<file path="config.mk">
export PLATFORM = sky130hd
export DESIGN_NAME = trap_controller_flat
export DESIGN_NICKNAME = d
export VERILOG_FILES = /design/src/rtl/trap_controller_if.sv /design/src/rtl/trap_controller.sv /design/src/flat_wrapper.sv
export SDC_FILE = /design/constraint.sdc
export NUM_CORES = 1
export LEC_CHECK = 0
export ABC_AREA = 1
export ABC_CLOCK_PERIOD_IN_PS = 1360
export CORE_ASPECT_RATIO = 1.4
export CORE_MARGIN = 2
export CORE_UTILIZATION = 38
export DETAILED_ROUTE_END_ITERATION = 10
export PLACE_DENSITY = 0.76
export SLEW_MARGIN = 5
export SYNTH_ARGS = -nofsm -noshare
export SYNTH_HDL_FRONTEND = slang
export SYNTH_SLANG_ARGS = --single-unit
</file>
<file path="constraint.sdc">
create_clock -name clk -period 1.36 [get_ports clk]
set_input_delay 0.204 -clock clk [delete_from_list [all_inputs] [get_ports clk]]
set_output_delay 0.204 -clock clk [all_outputs]
set_load 0.005 [all_outputs]
</file>
<file path="src/rtl/trap_controller_if.sv">
// Bundle between the CONTROL stage sequencer and the trap controller.
// The master drives requests and fault/irq lines; the slave returns the decision.
interface trap_controller_if #(
  parameter int NUM_FAULTS  = 8,
  parameter int NUM_IRQ     = 4,
  parameter int CAUSE_WIDTH = 4
);
  logic                   start;
  logic [NUM_FAULTS-1:0]  fault_in;
  logic                   clear_faults;
  logic [NUM_IRQ-1:0]     irq;
  logic [NUM_IRQ-1:0]     irq_enable;
  logic                   global_ie;
  logic                   trap_return;
  logic [1:0]             op;
  logic [CAUSE_WIDTH-1:0] cause;
  logic                   busy;
  logic                   in_trap;
  logic                   halted;
  logic [NUM_IRQ-1:0]     pending;

  modport master (
    output start, fault_in, clear_faults, irq,
    output irq_enable, global_ie, trap_return,
    input  op, cause, busy, in_trap, halted, pending
  );

  modport slave (
    input  start, fault_in, clear_faults, irq,
    input  irq_enable, global_ie, trap_return,
    output op, cause, busy, in_trap, halted, pending
  );
endinterface

</file>
<file path="src/rtl/trap_controller.sv">
// Trap controller: fault latch, irq arbitration, nesting and double-fault halt.
// Define IRQ_SYNC_EN to pass irq through a two-flop synchroniser.
module trap_controller #(
  parameter int NUM_FAULTS  = 8,
  parameter int NUM_IRQ     = 4,
  parameter int CAUSE_WIDTH = 4
) (
  input logic clk,
  input logic reset,
  trap_controller_if.slave tc
);
  typedef enum logic [1:0] {
    IDLE,
    EVAL,
    RESP
  } state_e;

  localparam logic [1:0] OP_FAULT = 2'b00;
  localparam logic [1:0] OP_IRQ   = 2'b01;
  localparam logic [1:0] OP_HALT  = 2'b10;
  localparam logic [1:0] OP_NORM  = 2'b11;

  state_e                 state_q;
  logic [1:0]             op_q;
  logic [CAUSE_WIDTH-1:0] cause_q;
  logic                   in_trap_q;
  logic                   halted_q;
  logic [NUM_FAULTS-1:0]  latch_q;
  logic [NUM_FAULTS-1:0]  latch_d;
  logic [NUM_IRQ-1:0]     irq_s;
  logic [NUM_IRQ-1:0]     gated;
  logic [CAUSE_WIDTH-1:0] fault_idx;
  logic [CAUSE_WIDTH-1:0] irq_idx;
  logic                   eval;
  logic                   any_fault;
  logic                   fault_trap;
  logic                   dbl_fault;
  logic                   irq_trap;
  logic                   busy;

`ifdef IRQ_SYNC_EN
  logic [NUM_IRQ-1:0] sync1_q;
  logic [NUM_IRQ-1:0] sync2_q;

  always_ff @(posedge clk) begin
    if (reset) begin
      sync1_q <= '0;
      sync2_q <= '0;
    end else begin
      sync1_q <= tc.irq;
      sync2_q <= sync1_q;
    end
  end

  assign irq_s = sync2_q;
`else
  assign irq_s = tc.irq;
`endif

  assign gated = irq_s & tc.irq_enable;

  // Lowest fault index wins, highest irq line wins.
  always_comb begin
    fault_idx = '0;
    for (int i = NUM_FAULTS - 1; i >= 0; i--)
      if (latch_q[i]) fault_idx = CAUSE_WIDTH'(i);
    irq_idx = '0;
    for (int i = 0; i < NUM_IRQ; i++)
      if (gated[i]) irq_idx = CAUSE_WIDTH'(i);
  end

  assign eval       = (state_q == EVAL);
  assign any_fault  = |latch_q;
  assign fault_trap = eval & ~halted_q & any_fault & ~in_trap_q;
  assign dbl_fault  = eval & ~halted_q & any_fault & in_trap_q;
  assign irq_trap   = eval & ~halted_q & ~any_fault & ~in_trap_q
                    & tc.global_ie & (|gated);

  // New fault pulses survive a same-cycle clear.
  assign latch_d = (latch_q & ~{NUM_FAULTS{tc.clear_faults | fault_trap}})
                 | tc.fault_in;

  always_comb begin
    busy = 1'b0;
    unique case (state_q)
      IDLE:    busy = tc.start;
      EVAL:    busy = 1'b1;
      default: busy = 1'b0;
    endcase
  end

  always_ff @(posedge clk) begin
    if (reset) begin
      state_q   <= IDLE;
      op_q      <= OP_NORM;
      cause_q   <= '0;
      in_trap_q <= 1'b0;
      halted_q  <= 1'b0;
      latch_q   <= '0;
    end else begin
      latch_q <= latch_d;
      if (fault_trap | irq_trap) in_trap_q <= 1'b1;
      else if (tc.trap_return)   in_trap_q <= 1'b0;
      if (dbl_fault) halted_q <= 1'b1;
      unique case (state_q)
        IDLE: if (tc.start) state_q <= EVAL;
        EVAL: begin
          state_q <= RESP;
          unique case (1'b1)
            halted_q:   op_q <= OP_HALT;
            dbl_fault:  op_q <= OP_HALT;
            fault_trap: begin
              op_q    <= OP_FAULT;
              cause_q <= fault_idx;
            end
            irq_trap: begin
              op_q    <= OP_IRQ;
              cause_q <= irq_idx;
            end
            default:    op_q <= OP_NORM;
          endcase
        end
        default: state_q <= IDLE;
      endcase
    end
  end

  assign tc.op      = op_q;
  assign tc.cause   = cause_q;
  assign tc.busy    = busy;
  assign tc.in_trap = in_trap_q;
  assign tc.halted  = halted_q;
  assign tc.pending = gated;
endmodule

</file>
<file path="src/flat_wrapper.sv">
// flat-port wrapper written by rule: the top's interface ports become plain ports
module trap_controller_flat 
#(
  parameter int NUM_FAULTS  = 8,
  parameter int NUM_IRQ     = 4,
  parameter int CAUSE_WIDTH = 4
)
  (clk, reset, tc_start, tc_fault_in, tc_clear_faults, tc_irq, tc_irq_enable, tc_global_ie, tc_trap_return, tc_op, tc_cause, tc_busy, tc_in_trap, tc_halted, tc_pending);
  trap_controller_if #(.NUM_FAULTS(NUM_FAULTS), .NUM_IRQ(NUM_IRQ), .CAUSE_WIDTH(CAUSE_WIDTH)) tc_i ();
  input logic clk;
  input logic reset;
  input wire logic [$bits(tc_i.start)-1:0] tc_start;
  input wire logic [$bits(tc_i.fault_in)-1:0] tc_fault_in;
  input wire logic [$bits(tc_i.clear_faults)-1:0] tc_clear_faults;
  input wire logic [$bits(tc_i.irq)-1:0] tc_irq;
  input wire logic [$bits(tc_i.irq_enable)-1:0] tc_irq_enable;
  input wire logic [$bits(tc_i.global_ie)-1:0] tc_global_ie;
  input wire logic [$bits(tc_i.trap_return)-1:0] tc_trap_return;
  output wire logic [$bits(tc_i.op)-1:0] tc_op;
  output wire logic [$bits(tc_i.cause)-1:0] tc_cause;
  output wire logic [$bits(tc_i.busy)-1:0] tc_busy;
  output wire logic [$bits(tc_i.in_trap)-1:0] tc_in_trap;
  output wire logic [$bits(tc_i.halted)-1:0] tc_halted;
  output wire logic [$bits(tc_i.pending)-1:0] tc_pending;
  assign tc_i.start = tc_start;
  assign tc_i.fault_in = tc_fault_in;
  assign tc_i.clear_faults = tc_clear_faults;
  assign tc_i.irq = tc_irq;
  assign tc_i.irq_enable = tc_irq_enable;
  assign tc_i.global_ie = tc_global_ie;
  assign tc_i.trap_return = tc_trap_return;
  assign tc_op = tc_i.op;
  assign tc_cause = tc_i.cause;
  assign tc_busy = tc_i.busy;
  assign tc_in_trap = tc_i.in_trap;
  assign tc_halted = tc_i.halted;
  assign tc_pending = tc_i.pending;
  trap_controller #(.NUM_FAULTS(NUM_FAULTS), .NUM_IRQ(NUM_IRQ), .CAUSE_WIDTH(CAUSE_WIDTH)) u_core (.clk(clk), .reset(reset), .tc(tc_i));
endmodule
</file>
* After elaboration in Yosys (flattened, before gate mapping)
Cells that the tools add are included.
** Word-level totals
- Output and inout port bits :: 13
- Logic and storage cells :: 50
- Bits in registers :: 18
- Input port bits :: 22
** Operators by class
- Muxes and demuxes :: 18
- Bitwise operators :: 17
- Reductions and logical operators :: 7
- Equal/unequal tests :: 2
** Operator list (number)
- 4-bit two-way mux :: 7
- 1-bit AND :: 8
- 8-bit AND :: 1
- 8-bit NOT :: 1
- 8-bit bitwise OR :: 1
- 4-bit one-hot mux with 2 select lines :: 1
- 8-bit OR reduction :: 1
- 2-bit two-way mux :: 3
- 2-bit one-hot mux with 3 select lines :: 1
- 4-bit AND :: 1
- 2-bit one-hot mux with 2 select lines :: 1
- 2-bit nonzero test :: 2
- 4-bit OR reduction :: 1
- 1-bit two-way mux :: 3
- 3-bit two-way mux :: 1
- 1-bit NOT :: 3
- 2-bit by 1-bit == test with 1-bit output, second input constant :: 1
- 2-bit zero test :: 1
- 2-bit != test, second input constant :: 1
- 1-bit bitwise OR :: 2
- 1-bit one-hot mux with 2 select lines :: 1
- 2-bit AND reduction :: 1
- 2-bit OR reduction :: 1

* Logic depth before layout (Yosys ltp)
Gate-level depths: netlist (run 1).
- Depth in word-level cells :: 9
- Gate-level depth with buffers :: 9
- Mapped depth without buffers :: 9

* Least setup slack after synthesis (run 1)
No wires, ideal clock.
- Path type :: register to register
- Start :: reg u_core.latch_q[7]
- End :: reg u_core.cause_q[0], in the netlist u_core.tc.cause[0]
- Stages on the path, launching flop included :: 9
- Arrival :: 1004 ps
- Period minus slack after synthesis :: 1115 ps
- Path buffers :: 0
- Setup slack :: 245 ps
- Setup time :: 111 ps
- Data required time :: 1249 ps
- Path through :: dfxtp_1 > nor2_1 > nand2_1 > nor2_1 > nand3_1 > nand2_2 > nand2_1 > nor2_1 > nor2_1
** Between the ends
- Cells in the longest elaborated chain, start to end :: 9
** RTL lines
- start: declaration :: RTL line trap_controller.sv:28 : logic [NUM_FAULTS-1:0] latch_q;
- start signal: assignment :: RTL line trap_controller.sv:101 : latch_q <= latch_d;
- 3-bit two-way mux :: RTL line trap_controller.sv:66 : if (latch_q[i]) fault_idx = CAUSE_WIDTH'(i);
- 4-bit two-way mux (7 in a row) :: RTL line trap_controller.sv:66
- 4-bit one-hot mux with 2 select lines :: RTL line trap_controller.sv:109 : unique case (1'b1)
- end signal: assignment :: RTL line trap_controller.sv:114 : cause_q <= fault_idx;
- end signal: assignment :: RTL line trap_controller.sv:118 : cause_q <= irq_idx;
- end: declaration :: RTL line trap_controller.sv:25 : logic [CAUSE_WIDTH-1:0] cause_q;
Several ways; a longest one is shown, not always the timed one.
A chain may end at the register's enable or synchronous reset.

* Worst setup path in the final report (run 1)
- Start :: reg u_core.cause_q[1], in the netlist u_core.tc.cause[1]
- End :: out tc_cause[1]
** RTL lines
- end: declaration :: RTL line flat_wrapper.sv:20 : output wire logic [$bits(tc_i.cause)-1:0] tc_cause;
No word-level cell between the ends.

==> results of run 1 <==
==> cells in the mapped netlist, types with 2 or more instances <==
master	instances	area share
nand3b_1	2	0.017
nor2_1	17	0.073
inv_1	26	0.11
o21ai_0	2	0.012
nand2_1	24	0.10
a21oi_1	12	0.069
o21ai_1	3	0.017
nand3_1	12	0.069
inv_2	4	0.017
nor2_2	2	0.014
dfxtp_1	17	0.39
==> layer usage <==
layer | vias up | global-route usage | wire, µm
li1 | 490 | - | -
met1 | 401 | 0.158 | 769
met2 | 33 | 0.309 | 1090
met3 | 2 | 0.0357 | 119
met4 | 0 | 0.0823 | 17
met5 | - | 0 | 0
==> logic make-up (layout without fill, tap and decap cells) <==
family | Yosys count | in the layout
DFF | 17 | 17
and+or+nand+nor | 62 | 62
other | 1 | 1
AOI/OAI and AO/OA | 18 | 18
buffers and inverters | 34 | 76
==> cell type report <==
class,instances,area [µm²],area share
clock buffer,4,26.3,0.0197
inverter,31,116,0.0871
multi-input combinational,81,409,0.306
sequential,17,353,0.264
tap,22,27.5,0.0206
timing repair buffer,41,404,0.302
==> power by group through the flow <==
stage	Clock, µW	Sequential (µW)	Combinational, µW
after floorplan	0	563	139
after global placement	0	565	265
after detailed placement	0	566	271
after CTS	280	555	271
after global routing	301	564	310
final	264	558	276
==> worst max-delay path by stage <==
stage | depth (start not counted) | slack [ps] | from | endpoint
3_5_place_dp | 4 | -200 | tc_start | tc_busy
5_1_grt | 8 | -30 | u_core.latch_q[7] | u_core.tc.cause[1]
4_1_cts | 1 | 4 | u_core.tc.op[1] | tc_op[1]
3_3_place_gp | 4 | -180 | tc_start | tc_busy
6_report | 1 | 40 | u_core.tc.cause[1] | tc_cause[1]
2_1_floorplan | 8 | 240 | u_core.latch_q[7] | u_core.tc.cause[0]
==> registers in the layout, indices dropped and copies added (netlist names) <==
signal,flops
u_core.state_q,2
u_core.tc.op,2
u_core.latch_q,8
u_core.tc.cause,3
u_core.tc.halted,1
u_core.tc.in_trap,1
==> stage by stage <==
step | utilization | worst slack [ps] | cells | power [µW]
after floorplan | - | 245 | 132 | 702
after global placement | 0.570 | -184 | 189 | 830
after detailed placement | 0.570 | -200 | 189 | 837
after CTS | 0.589 | 3.94 | 195 | 1110
after global routing | 0.614 | -31.2 | 196 | 1180
final | 0.614 | 44.8 | 196 | 1100
==> repair_timing <==
action	4_1_cts	5_1_grt
pin swaps	1	4
resized for setup	9	20
buffers inserted	2	1
endpoints found under the setup margin	7	12
cloned	0	0
==> results.tsv, run 1 <==
stage	metric	value	unit
die	dieHeight	60.6	µm
grt	grt_pass1_vias	857	
route	viasPerCell	4.72	
worst_hold_path	hold_class	register to register	
cells_and_area	fin_nets	197	
sta	fin_hold_ws	429	ps
sta	hold_viol_final	0	
synth	yosysSeqAreaShare	0.392	
route	drt_drc_violations_left	0	
sta	fmaxAchievable	760	MHz
synth	syn-cell-area	868	µm²
grt	antenna_found_initial	0	
placement	io_buffers	33	
route	num_vias	926	
sta	fin_crit	1320	ps
critical_path	end_kind	output pin	
critical_path	crit_family	buffers and inverters	
route	drt-initial-drc-count	17	
synth	postSynthCellCount	132	
cells_and_area	fill_cells	201	
sta	fin_crit_sh	0.967	
critical_path	cp.arrival	1110	ps
synth	synth_ff_type	dfxtp_1	
grt	track_usage	0.161	
sta	fin_skew	2.52	ps
synth	yosysWarnings	0	
die	start_util	0.399	
synth	synthXorXnorAreaFrac	0	
clocking	cts.sinks	17	
run_status	status	complete, no violations	
die	row_count	20	
synth	synth_compound_area_frac	0.107	
placement	placed_area	1240	µm²
synth	synth_fp_nets	154	
pwr	p_sw_frac	0.271	
sta	final.setup.tns	0	ps
sta	finalMaxSlewViolations	0	
critical_path	cp_slowest_cell	clkdlybuf4s50_1	
clocking	cts_hold_buffers	0	
die	die_area	2690	µm²
flow_run	drv_cap	0	
critical_path	start_kind	register	
clocking	root_buffer	clkbuf_4	
pwr	p_int	801	µW
die	coreArea	2180	µm²
pwr	p_leak	0.000735	µW
critical_path	crit_fanout	2	
worst_hold_path	min_from	u_core.state_q[1]	
critical_path	r2r-start	u_core.latch_q[7]	
critical_path	r2r-end	u_core.tc.cause[1]	
grt	overflow	0	
critical_path	cp_slowest_stage_delay	490	ps
pwr	switchingPower	297	µW
synth	syn_area_per_cell	6.58	µm²
die	die_x	44.4	µm
grt	grt_max_degree	12	
clocking	cts_made_buffers	3	
synth	synthAdderAreaFrac	0	
die	ios	35	
critical_path	worstPathRequired	1160	ps
pwr	p_clk_frac	0.240	
synth	synthMuxAreaShare	0	
critical_path	crit_buf_inv	1	
cells_and_area	area_growth	53.9	%
synth	yosys.cell_types.count	22	
route	postRouteWirelength	2000	µm
critical_path	r2r_cells	8	
critical_path	critPathKind	register to output pin	
synth	synth_edf_count	0	
route	wl_per_cell	10.2	µm
critical_path	reg2reg_slack	100	ps
route	postRouteAntennaNets	0	
cells_and_area	fin_area	1340	µm²
synth	synth_top_family_by_area	simple AND/OR/NAND/NOR gates	
pwr	pwr-share-comb	0.251	
critical_path	path_cells	clkdlybuf4s50_1	
pwr	p_seq_frac	0.509	
placement	globalplace.congestion	0.800	
route	dr.pass1.iters	4	
clocking	cts_max_level	1	
pwr	vdd_drop_max	0.789	mV
cells_and_area	antenna_cells	0	
worst_hold_path	hold_end	u_core.state_q[0]	
synth	yosys.area_share.simple	0.337	
sta	setup_viol	0	
grt	grt_pass1_wl	3190	µm
placement	dp_hpwl	1570	µm
cells_and_area	drive_gt1_frac	0.207	
worst_hold_path	holdPathStages	1	
clocking	cts_tree	built	
cells_and_area	most-common-layout-cells	inv_1 (26), nand2_1 (22), clkdlybuf4s50_1 (22)	
synth	ys_seq_elements	17	
cells_and_area	layout_commonest_cell	inv_1	
clocking	insertion_delay	280	ps
clocking	clk_pin_slew	90	ps
clocking	cts_buffer_depth	2	
pwr	power_density	821	nW/µm²
synth	synthArstFlopShare	0	
Note: power is estimated with default switching activity, not from simulation.
==> run 2: changes to the inputs <==
--- a/config.mk
+++ b/config.mk
@@ -7,9 +7,11 @@
 export LEC_CHECK = 0
 export ABC_AREA = 1
 export ABC_CLOCK_PERIOD_IN_PS = 1360
+export CAP_MARGIN = 40
 export CORE_ASPECT_RATIO = 1.4
 export CORE_MARGIN = 2
 export CORE_UTILIZATION = 38
+export CTS_BUF_LIST = sky130_fd_sc_hd__clkbuf_16
 export DETAILED_ROUTE_END_ITERATION = 10
 export PLACE_DENSITY = 0.76
 export SLEW_MARGIN = 5
==> run 2 against run 1 <==
Net effect:
- non-clock buffer count unchanged
- sequential share of layout area decreased by 1.4 points
- critical endpoint is now tc_cause[2]
- hold slack improved by 1.4 ps
- combinational power increased by 4%
- sequential power about the same
- critical path type unchanged
- count of clock-buffer cells in the layout decreased by 1
- core utilization increased by 1.7 points
- wire length increased by 8.3%
- total power increased by 30%
- highest routed layer unchanged
- clock power increased by 120%
==> results.tsv, run 2 (synthesis gave the netlist of run 1 again) <==
stage	metric	value	unit
die	start_util	0.399	
cells_and_area	fill_cells	196	
cells_and_area	fin_nets	197	
cells_and_area	fin_cells	196	
pwr	power.total	1430	µW
sta	fin_crit_sh	0.967	
critical_path	cp_slowest_cell	clkdlybuf4s50_1	
sta	fin_skew	1.94	ps
cells_and_area	layout_commonest_cell	clkdlybuf4s50_1	
flow_run	drv_cap	0	
critical_path	cp_slowest_stage_delay	510	ps
sta	final.setup.tns	0	ps
clocking	cts_tree	built	
critical_path	reg2reg_slack	130	ps
cells_and_area	fin_area	1370	µm²
sta	rsz0062_at_grt	no	
critical_path	worstPathRequired	1160	ps
die	ios	35	
sta	finalMaxSlewViolations	0	
worst_hold_path	hold_class	register to register	
sta	setup_viol	0	
critical_path	r2r-start	u_core.latch_q[7]	
grt	antenna_found_initial	0	
cells_and_area	antenna_cells	0	
placement	placed_area	1240	µm²
critical_path	path_cells	clkdlybuf4s50_1	
critical_path	crit_fanout	2	
placement	globalplace.congestion	0.800	
critical_path	crit_family	buffers and inverters	
critical_path	cp.arrival	1110	ps
route	num_vias	918	
clocking	insertion_delay	250	ps
route	dr.pass1.iters	4	
die	row_count	20	
route	viasPerCell	4.68	
sta	hold_viol_final	0	
placement	placed_cells	189	
route	wl_per_cell	11.0	µm
cells_and_area	most-common-layout-cells	clkdlybuf4s50_1 (28), inv_1 (27), nand2_1 (22)	
sta	fmaxAchievable	760	MHz
grt	overflow	0	
route	drt_drc_violations_left	0	
route	drt-initial-drc-count	30	
cells_and_area	area_growth	58.1	%
pwr	power_density	1040	nW/µm²
grt	grt_pass1_vias	887	
run_status	status	complete, no violations	
cells_and_area	largest_reg_flops	8	
critical_path	critPathKind	register to output pin	
die	die_x	44.4	µm
critical_path	crit_buf_inv	1	
placement	io_buffers	33	
route	postRouteAntennaNets	0	
clocking	cts_buffer_depth	2	
grt	track_usage	0.171	
die	coreArea	2180	µm²
critical_path	end_kind	output pin	
grt	grt_pass1_wl	3350	µm
pwr	vdd_drop_max	1.11	mV
die	dieHeight	60.6	µm
clocking	cts_max_level	1	
clocking	cts.sinks	17	
grt	grt_max_degree	12	
route	postRouteWirelength	2160	µm
critical_path	cp-endpoint	tc_cause[2]	
critical_path	r2r-end	u_core.tc.cause[2]	
placement	dp_hpwl	1570	µm
critical_path	crit_start	u_core.tc.cause[2]	
critical_path	start_kind	register	
die	die_area	2690	µm²
sta	fin_crit	1320	ps
critical_path	cp.depth	1	
cells_and_area	drive_gt1_frac	0.155	
critical_path	r2r_cells	8	
clocking	root_buffer	clkbuf_16	
clocking	cts_made_buffers	3	
cells_and_area	top_register	u_core.latch_q	
pwr	p_leak	0.000693	µW
clocking	clk_pin_slew	50	ps
==> run 2: cell types whose count changed in the layout (fill, tap and decap cells not counted), moves of 3 or more <==
cell	delta
dfxtp_1	+8
dfxtp_2	-8
clkdlybuf4s50_1	+6
dlymetal6s2s_1	-6
clkbuf_16	+3
clkbuf_4	-3
==> run 2: through the flow <==
step	utilization	worst slack, ps	hold WS (ps)
3_3_place_gp	0.570	-184	445
5_1_grt	0.630	6.93	454
4_1_cts	0.607	0.353	466
3_5_place_dp	0.570	-200	458
2_1_floorplan	-	245	276
6_report	0.630	44.8	430
==> run 2: layer usage <==
| metal | vias up | part of all wire | track usage | routed length, µm |
|---|---|---|---|---|
| li1 | 482 | - | - | - |
| met1 | 398 | 0.37 | 0.162 | 804 |
| met2 | 32 | 0.55 | 0.332 | 1190 |
| met3 | 6 | 0.055 | 0.0357 | 118 |
| met4 | 0 | 0.025 | 0.0952 | 53 |
| met5 | - | 0 | 0 | 0 |
==> run 2: power by group <==
| part | total (µW) | switching, µW | internal (µW) | leakage, µW |
|---|---|---|---|---|
| clock | 580 | 190 | 390 | 0.0000423 |
| sequential | 558 | 25.3 | 533 | 0.000141 |
| combinational | 288 | 127 | 161 | 0.000510 |
| total | 1430 | 343 | 1080 | 0.000693 |
==> run 2: worst min-delay path by stage <==
stage,slack [ps],cells after the start,start,end
finish,430,1,u_core.state_q[1],u_core.state_q[0]
detailed placement,460,1,u_core.state_q[1],u_core.state_q[0]
global placement,450,2,u_core.tc.op[0],u_core.tc.op[0]
CTS,470,1,u_core.state_q[1],u_core.state_q[0]
floorplan,280,1,reset,u_core.state_q[0]
global route,450,1,u_core.state_q[1],u_core.state_q[0]
==> run 2: what timing repair did <==
| item | in CTS | in global routing |
|---|---|---|
| setup buffers | 1 | 3 |
| pin swaps | 1 | 4 |
| hold buffers | 0 | 0 |
| gates resized for setup | 5 | 8 |
| setup endpoints to repair | 5 | 6 |
==> run 2: layout make-up <==
type	count	area, µm²	area share
well taps	22	27.5	0.0201
repair buffers	41	400	0.292
flip-flops and latches	17	343	0.250
inverters	31	116	0.0848
multi-input cells	81	407	0.296
clock inverters	1	3.75	0.00273
clock buffers	3	75.1	0.0547
